`src/rtl/regfile_write_arbiter.sv`:
```
// Round-robin owner of the register file write port; zero-sweeps r1..r31 after reset/ClearReq.
// Registered write 1 cycle after acceptance; one grant per cycle, none while sweeping or on ClearReq.
module regfile_write_arbiter #(
  parameter int NUM_REQ = 2,
  parameter int DATA_W  = 32
) (
  input  logic                      Clk,
  input  logic                      Reset,
  input  logic                      ClearReq,
  input  logic [NUM_REQ-1:0]        ReqValid,
  input  logic [5*NUM_REQ-1:0]      ReqReg,
  input  logic [DATA_W*NUM_REQ-1:0] ReqData,
  output logic [NUM_REQ-1:0]        ReqReady,
  output logic                      RegWrite,
  output logic [4:0]                WriteRegister,
  output logic [DATA_W-1:0]         WriteData,
  output logic                      Busy
);

  localparam int PTR_W = (NUM_REQ > 2) ? 2 : 1;

  typedef enum logic {
    CLEAR = 1'b0,
    RUN   = 1'b1
  } arbState_t;

  arbState_t         state;
  arbState_t         stateNext;
  logic [4:0]        clrIdx;
  logic [PTR_W-1:0]  ptr;
  logic [PTR_W-1:0]  ptrNext;

  logic              found;
  logic [PTR_W-1:0]  winner;
  logic [4:0]        selReg;
  logic [DATA_W-1:0] selData;
  logic              grantEn;
  int                scanIdx;

  // Rotating priority scan starting at ptr.
  always_comb begin
    found   = 1'b0;
    winner  = '0;
    selReg  = '0;
    selData = '0;
    scanIdx = 0;
    for (int k = 0; k < NUM_REQ; k++) begin
      scanIdx = int'(ptr) + k;
      if (scanIdx >= NUM_REQ) begin
        scanIdx = scanIdx - NUM_REQ;
      end
      if (!found && ReqValid[scanIdx]) begin
        found   = 1'b1;
        winner  = PTR_W'(scanIdx);
        selReg  = ReqReg[5*scanIdx +: 5];
        selData = ReqData[DATA_W*scanIdx +: DATA_W];
      end
    end
  end

  assign grantEn = (state == RUN) && !ClearReq && found;

  always_comb begin
    ReqReady = '0;
    for (int i = 0; i < NUM_REQ; i++) begin
      ReqReady[i] = grantEn && (winner == PTR_W'(i));
    end
  end

  always_comb begin
    if (winner == PTR_W'(NUM_REQ - 1)) begin
      ptrNext = '0;
    end else begin
      ptrNext = winner + PTR_W'(1);
    end
  end

  assign Busy = (state == CLEAR);

  always_ff @(posedge Clk or posedge Reset) begin
    if (Reset) begin
      state <= CLEAR;
    end else begin
      state <= stateNext;
    end
  end

  always_comb begin
    stateNext = state;
    case (state)
      CLEAR:   if (clrIdx == 5'd31) stateNext = RUN;
      RUN:     if (ClearReq) stateNext = CLEAR;
      default: stateNext = CLEAR;
    endcase
  end

  // Write port datapath; address/data hold when no write is issued.
  always_ff @(posedge Clk or posedge Reset) begin
    if (Reset) begin
      clrIdx        <= 5'd1;
      ptr           <= '0;
      RegWrite      <= 1'b0;
      WriteRegister <= '0;
      WriteData     <= '0;
    end else if (state == CLEAR) begin
      RegWrite      <= 1'b1;
      WriteRegister <= clrIdx;
      WriteData     <= '0;
      if (clrIdx == 5'd31) begin
        clrIdx <= 5'd1;
      end else begin
        clrIdx <= clrIdx + 5'd1;
      end
    end else if (grantEn) begin
      ptr           <= ptrNext;
      RegWrite      <= (selReg != 5'd0);
      WriteRegister <= selReg;
      WriteData     <= selData;
    end else begin
      RegWrite <= 1'b0;
    end
  end

endmodule

```
`config.mk`:
```
export PLATFORM = sky130hd
export DESIGN_NAME = regfile_write_arbiter
export DESIGN_NICKNAME = d
export VERILOG_FILES = /design/src/rtl/regfile_write_arbiter.sv
export SDC_FILE = /design/constraint.sdc
export NUM_CORES = 1
export LEC_CHECK = 0
export BUFFER_PORTS_ARGS = -buffer_cell sky130_fd_sc_hd__buf_2
export CORE_MARGIN = 8
export CORE_UTILIZATION = 46
export DETAILED_ROUTE_END_ITERATION = 10
export GPL_ROUTABILITY_DRIVEN = 0
export PLACE_DENSITY = 0.78
export SETUP_SLACK_MARGIN = 0.4
export SYNTH_ARGS = -nofsm -noshare
export SYNTH_HDL_FRONTEND = slang
export SYNTH_SLANG_ARGS = --single-unit
```
`constraint.sdc`:
```
create_clock -name Clk -period 1.6 [get_ports Clk]
set_input_delay 0.16 -clock Clk [delete_from_list [all_inputs] [get_ports Clk]]
set_output_delay 0.16 -clock Clk [all_outputs]
set_load 0.01 [all_outputs]
```
After elaboration in Yosys (flattened, before gate mapping)
Cells that the tools add are included.
- bits in registers: 45
- latch bits: 0
- RAM bits: 0
- ROM bits: 0
- bits of input ports: 79
- output and inout port bits: 41
- logic and storage cells: 61
- memories kept: 0
- $add $sub $neg: 5
- multiply operators: 2
- divide/modulo/power cells: 0
- magnitude comparators: 4
- equality and inequality tests: 2
- shift operators: 4
- multiplexer cells: 27
- bitwise logic cells: 2
- reductions and logical operators: 9
- operator list (cell ; count):
    $mux W32 ; 6
    $shiftx A64 B32 Y32 ; 2
    $lt A32 B3 Y1 const B ; 2
    $mul A4 B32 Y32 const A ; 2
    $shiftx A10 B32 Y5 ; 2
    $mux W5 ; 5
    $mux W1 ; 15
    $add A5 B1 Y5 const B ; 1
    $eq A5 B5 Y1 const B ; 1
    $logic_and A1 B1 Y1 ; 5
    $reduce_bool A5 Y1 ; 1
    $sub A1 B2 Y3 const B ; 1
    $sub A2 B2 Y3 const B ; 1
    $add A1 B1 Y2 const B ; 1
    $ge A1 B2 Y1 const B ; 1
    $ge A2 B2 Y1 const B ; 1
    $logic_not A1 Y1 ; 2
    $ne A2 B1 Y1 const B ; 1
    $not A1 Y1 ; 2
    $pmux W1 S2 ; 1
    $reduce_and A2 Y1 ; 1
    $add A1 B1 Y1 const B ; 1

Logic depth before layout (Yosys ltp)
- depth in word-level cells: 12
- gate-level depth with buffers: 6
- depth with buffers taken out: 6

Least setup slack after synthesis
Ideal clock, no wire load.
- kind: register to register
- start: register clrIdx[0]
- end: register clrIdx[4]
- setup time: 125 ps
- data arrival time: 1327 ps
- data required time: 1475 ps
- path slack: 148 ps
- stages on the path, launching flop included: 5
- buffers on the path: 0
- period minus slack after synthesis: 1452 ps
- cell sequence: dfstp_2 ha_1 and3_1 ha_1 mux2_2
- cells in the longest elaborated chain, start to end: 2
- elaborated cells between the ends (all ways): 3
- classes of those cells: add/sub (1); eq/ne (1); mux (1)
- ends and longest elaborated chain (what ; line ; text):
    start: declaration ; 29 ; logic [4:0] clrIdx;
    start signal: assignment ; 112 ; clrIdx <= clrIdx + 5'd1;
    $add A5 B1 Y5 / $eq A5 B5 Y1 (equally long branches) ; 112, 109 ;
    $mux W5 (*) ; 109 ; if (clrIdx == 5'd31) begin
Every way passes the cells marked *; elsewhere a longest branch is shown, timed or not.
A chain may end at the register's enable or synchronous reset.

Final worst setup path
- start: register ptr
- end: output port ReqReady[0]
- cells in the longest elaborated chain, start to end: 11
- elaborated cells between the ends (all ways): 22
- classes of those cells: add/sub (3); order compare (2); mux (12); bitwise (1); reduce/logical (4)
- ends and longest elaborated chain (what ; line ; text):
    start: declaration ; 30 ; logic [PTR_W-1:0] ptr;
    start signal: assignment ; 115 ; ptr <= ptrNext;
    $sub A1 B2 Y3 / $ge A1 B2 Y1 (equally long branches) ; 50, 49 ;
    $mux W32 ; 49 ; if (scanIdx >= NUM_REQ) begin
    $mux W1 (implied by the code) (3 in series) ; 52 ; if (!found && ReqValid[scanIdx]) begin
    $mux W1 ; 52 ;
    $logic_not A1 Y1 ; 52 ;
    $logic_and A1 B1 Y1 ; 52 ;
    $mux W1 ; 52 ;
    $logic_and A1 B1 Y1 / $not A1 Y1 (equally long branches) ; 61, 66 ;
    $logic_and A1 B1 Y1 (*) ; 66 ; ReqReady[i] = grantEn && (winner == PTR_W'(i));
    end: declaration ; 13 ; output logic [NUM_REQ-1:0] ReqReady,
Every way passes the cells marked *; elsewhere a longest branch is shown, timed or not. The select of a mux whose other input is x is not followed.

==> summary.md <==
| Metric | Value |
|---|---|
| Result of the run | finished clean |
| Setup-violating endpoint count in the final report | 0 |
| Highest layer used for signal routing | met4 |
| Register area share after synthesis | 0.470 |
| Type of the tightest min-delay check | in -> reg |
| First-pass GRT wire length | 11.6 mm |
| Wire length on met3 | 565 um |
| Total count of max-transition violations in the final report | 0 |
| Worst clock skew on the final layout | 0.00825 ns |
| PwrDens | 1310 nW/um2 |
| Primary flip-flop cell chosen by synthesis mapping | dfrtp_1 |
| Fin crit share | 0.914 |
| Sinks on Clock Net | 45 |
| Setup ws final | 0.138 ns |
| Total of max-cap violations | 0 |
| Number of detailed-routing iterations run before antenna repair | 4 |
| Number of warning messages in the yosys log | 0 |
| Post-synthesis sequential element count | 45 |
| TritonCTS clock tree | built |
| Number of primary I/O pins | 120 |
| Critical path required time | 1.44 ns |
| Antenna Violating Nets Remaining | 0 |
| Horiz. Die Dim | 88.2 um |
| Crit Path Class | reg -> out |
| Most common cell in the netlist | dfrtp_1 |
| Site Rows | 26 |
| Worst setup slack for register-to-register paths | 0.19 ns |
| Total inserted antenna cells | 0 |
| Worst slack at placement | 0.0738 ns |
| Crit start category | flip-flop |
| Cell types with the highest counts after synthesis | dfrtp_1, nor2_1, a21oi_1 |
| Cell at the root of the clock tree | clkbuf_8 |
| HPWL after detailed placement | 5.31 mm |
| Pleak | 1.81 nW |
| Number of hold-slack violations in the final timing report | 0 |
| Cts bufs inserted | 5 |
| Post-CTS clock slew at the launch and capture registers of the worst setup and hold paths | 0.09 ns |
| Worst-skew pair later-pin latency | 0.29 ns |
| Crit path DAT | 1.30 ns |
| Mapped Cells | 215 |
| Antenna violations before repair | 0 |
| Proportion of netlist area held by the largest area contributor | 0.459 |
| Syn Std Cell Area | 2400 um2 |
| Worst slew margin relative to its limit | 0.775 |
| Number of synthesized flops with an enable pin | 0 |
| Maximum root-to-sink buffer count | 2 |
| Level count of the clock H-tree | 2 |
| Setup Total Neg Slack | 0 ns |
| Final worst path period need | 1.46 ns |
| Share of flip-flops with an asynchronous set or reset | 1.00 |
| Unrepaired setup endpoints after global routing | true |
| M1 wire length | 2.94 mm |
| Crit Path Max Fanout | 4 |
| Worst setup EP type | output pin |
| Final wirelength | 7.81 mm |
| Syn_nets | 296 |
| Largest net degree at the start of global routing | 39 |
| DRC Markers | 0 |
| Largest voltage drop on the vdd net | 1000 uV |
| Via/cell ratio | 5.41 |
| Global-route usage over all layers | 0.191 |
| Mean cell area of the mapped netlist | 11.2 um2 |
| Fmax achieved | 684 MHz |
| Total via count after detailed routing | 2299 |
| Distinct cell type count of the synthesized netlist | 32 |
| Tightest Pin Transition | 0.333 ns |
| Starting utilization of the core area | 0.473 |
| DR iter-0 viols | 108 |
| Fraction of layout cells with a size suffix above 1 | 0.597 |
| Leading post-synthesis cells by cell area | dfrtp_1, a221oi_2, a21oi_1 |
| Die extent in y | 88.2 um |
| Vias in the first global route | 2335 |
| Port Buf Inserts | 119 |
| Layout overhead on the synthesized area | 53.4% |
| Met2 Wirelength | 4.22 mm |
| Area of the die | 7780 um2 |
| Grt total ovfl | 0 |
| Area leader, netlist | dfrtp_1 |
| Core Area | 5070 um2 |
| Net total in the final layout | 435 |
| Post-DR wirelength/cell | 18.4 um |
[power breakdown]
group | total (W) | leakage [nW] | internal, W | switching (W)
registers | 0.00166 | 0.591 | 0.00146 | 0.000198
logic | 0.00247 | 1.17 | 0.00118 | 0.00130
clock network | 0.000667 | 0.0422 | 0.000307 | 0.000360
total | 0.00480 | 1.81 | 0.00294 | 0.00186
[final timing paths]
kind | start | cells past startpoint | end
max | ptr | 5 | ReqReady[0]
max in group asynchronous | Reset | 4 | clrIdx[0]
min reg2reg | clrIdx[3] | 1 | clrIdx[3]
min | ReqData[3] | 3 | WriteData[3]
min in group asynchronous | Reset | 3 | WriteData[19]
max reg2reg | ptr | 6 | WriteData[21]
[logic make-up (layout without fill, tap and decap cells)]
logic type / Yosys count / in the layout / synth area share
AO/OA/AOI/OAI: 88 / 88 / 0.335
adder cells (fa/ha/maj): 2 / 2 / 0.0104
buffers and inverters: 26 / 166 / 0.0746
flip-flops: 45 / 45 / 0.470
multiplexers: 3 / 3 / 0.0136
AND/OR/NAND/NOR: 51 / 51 / 0.0960
[worst max-delay path, cell delays in order, from the launching register on]
cell and delay, ns:
dfrtp_1 0.39, nand2b_4 0.15, and2_4 0.18, buf_12 0.13, nor2_4 0.07, buf_6 0.10
[repair_timing]
item                                    in CTS  in global routing
gates resized for setup                     27                 11
hold endpoints to repair                     7                  0
endpoints found under the setup margin      47                 47
hold buffers                                 1                  0
setup buffers                               10                  6
cloned                                       2                  3
pin swaps                                    8                  8
[layout by cell type (no fill, tap or decap), drive strengths merged, types with 5 or more instances in the layout]
master | netlist | routed
buf | 18 | 148
dfrtp | 44 | 44
nor2 | 38 | 38
a21oi | 35 | 35
a221oi | 33 | 33
clkbuf | 2 | 10
o21ai | 6 | 6
nand3 | 5 | 5
inv | 6 | 5
[layer usage]
metal	vias up	track usage
li1	1105	-
met1	1101	0.213
met2	83	0.354
met3	10	0.0399
met4	0	0.0553
met5	-	0
[through the flow]
| step | cell area [um2] | std cells | total power (W) | hold slack, ns | util |
|---|---|---|---|---|---|
| finish | 3680 | 425 | 0.00480 | 0.104 | 0.725 |
| global route | 3680 | 425 | 0.00510 | 0.112 | 0.725 |
| CTS | 3460 | 416 | 0.00456 | 0.102 | 0.681 |
| detailed placement | 3120 | 395 | 0.00354 | 0.0981 | 0.616 |
| global placement | 3120 | 395 | 0.00346 | 0.0958 | 0.616 |
| floorplan | 2460 | 215 | 0.00291 | 0.170 | - |
[flip-flops by register name, indices dropped and copies added (netlist names)]
| signal | count |
|---|---|
| clrIdx | 5 |
| RegWrite | 1 |
| state | 1 |
| WriteRegister | 5 |
| WriteData | 32 |
| ptr | 1 |
[final cells by class]
| class | count | area [um2] |
|---|---|---|
| Timing Repair Buffer | 152 | 1070 |
| Sequential cell | 45 | 1130 |
| Tap cell | 70 | 87.6 |
| Inverter | 6 | 31.3 |
| Clock buffer | 7 | 76.3 |
| Clock inverter | 1 | 5.00 |
| Multi-Input combinational cell | 144 | 1280 |
| Fill cell | 390 | 1400 |
Note: power is estimated with default switching activity, not from simulation.
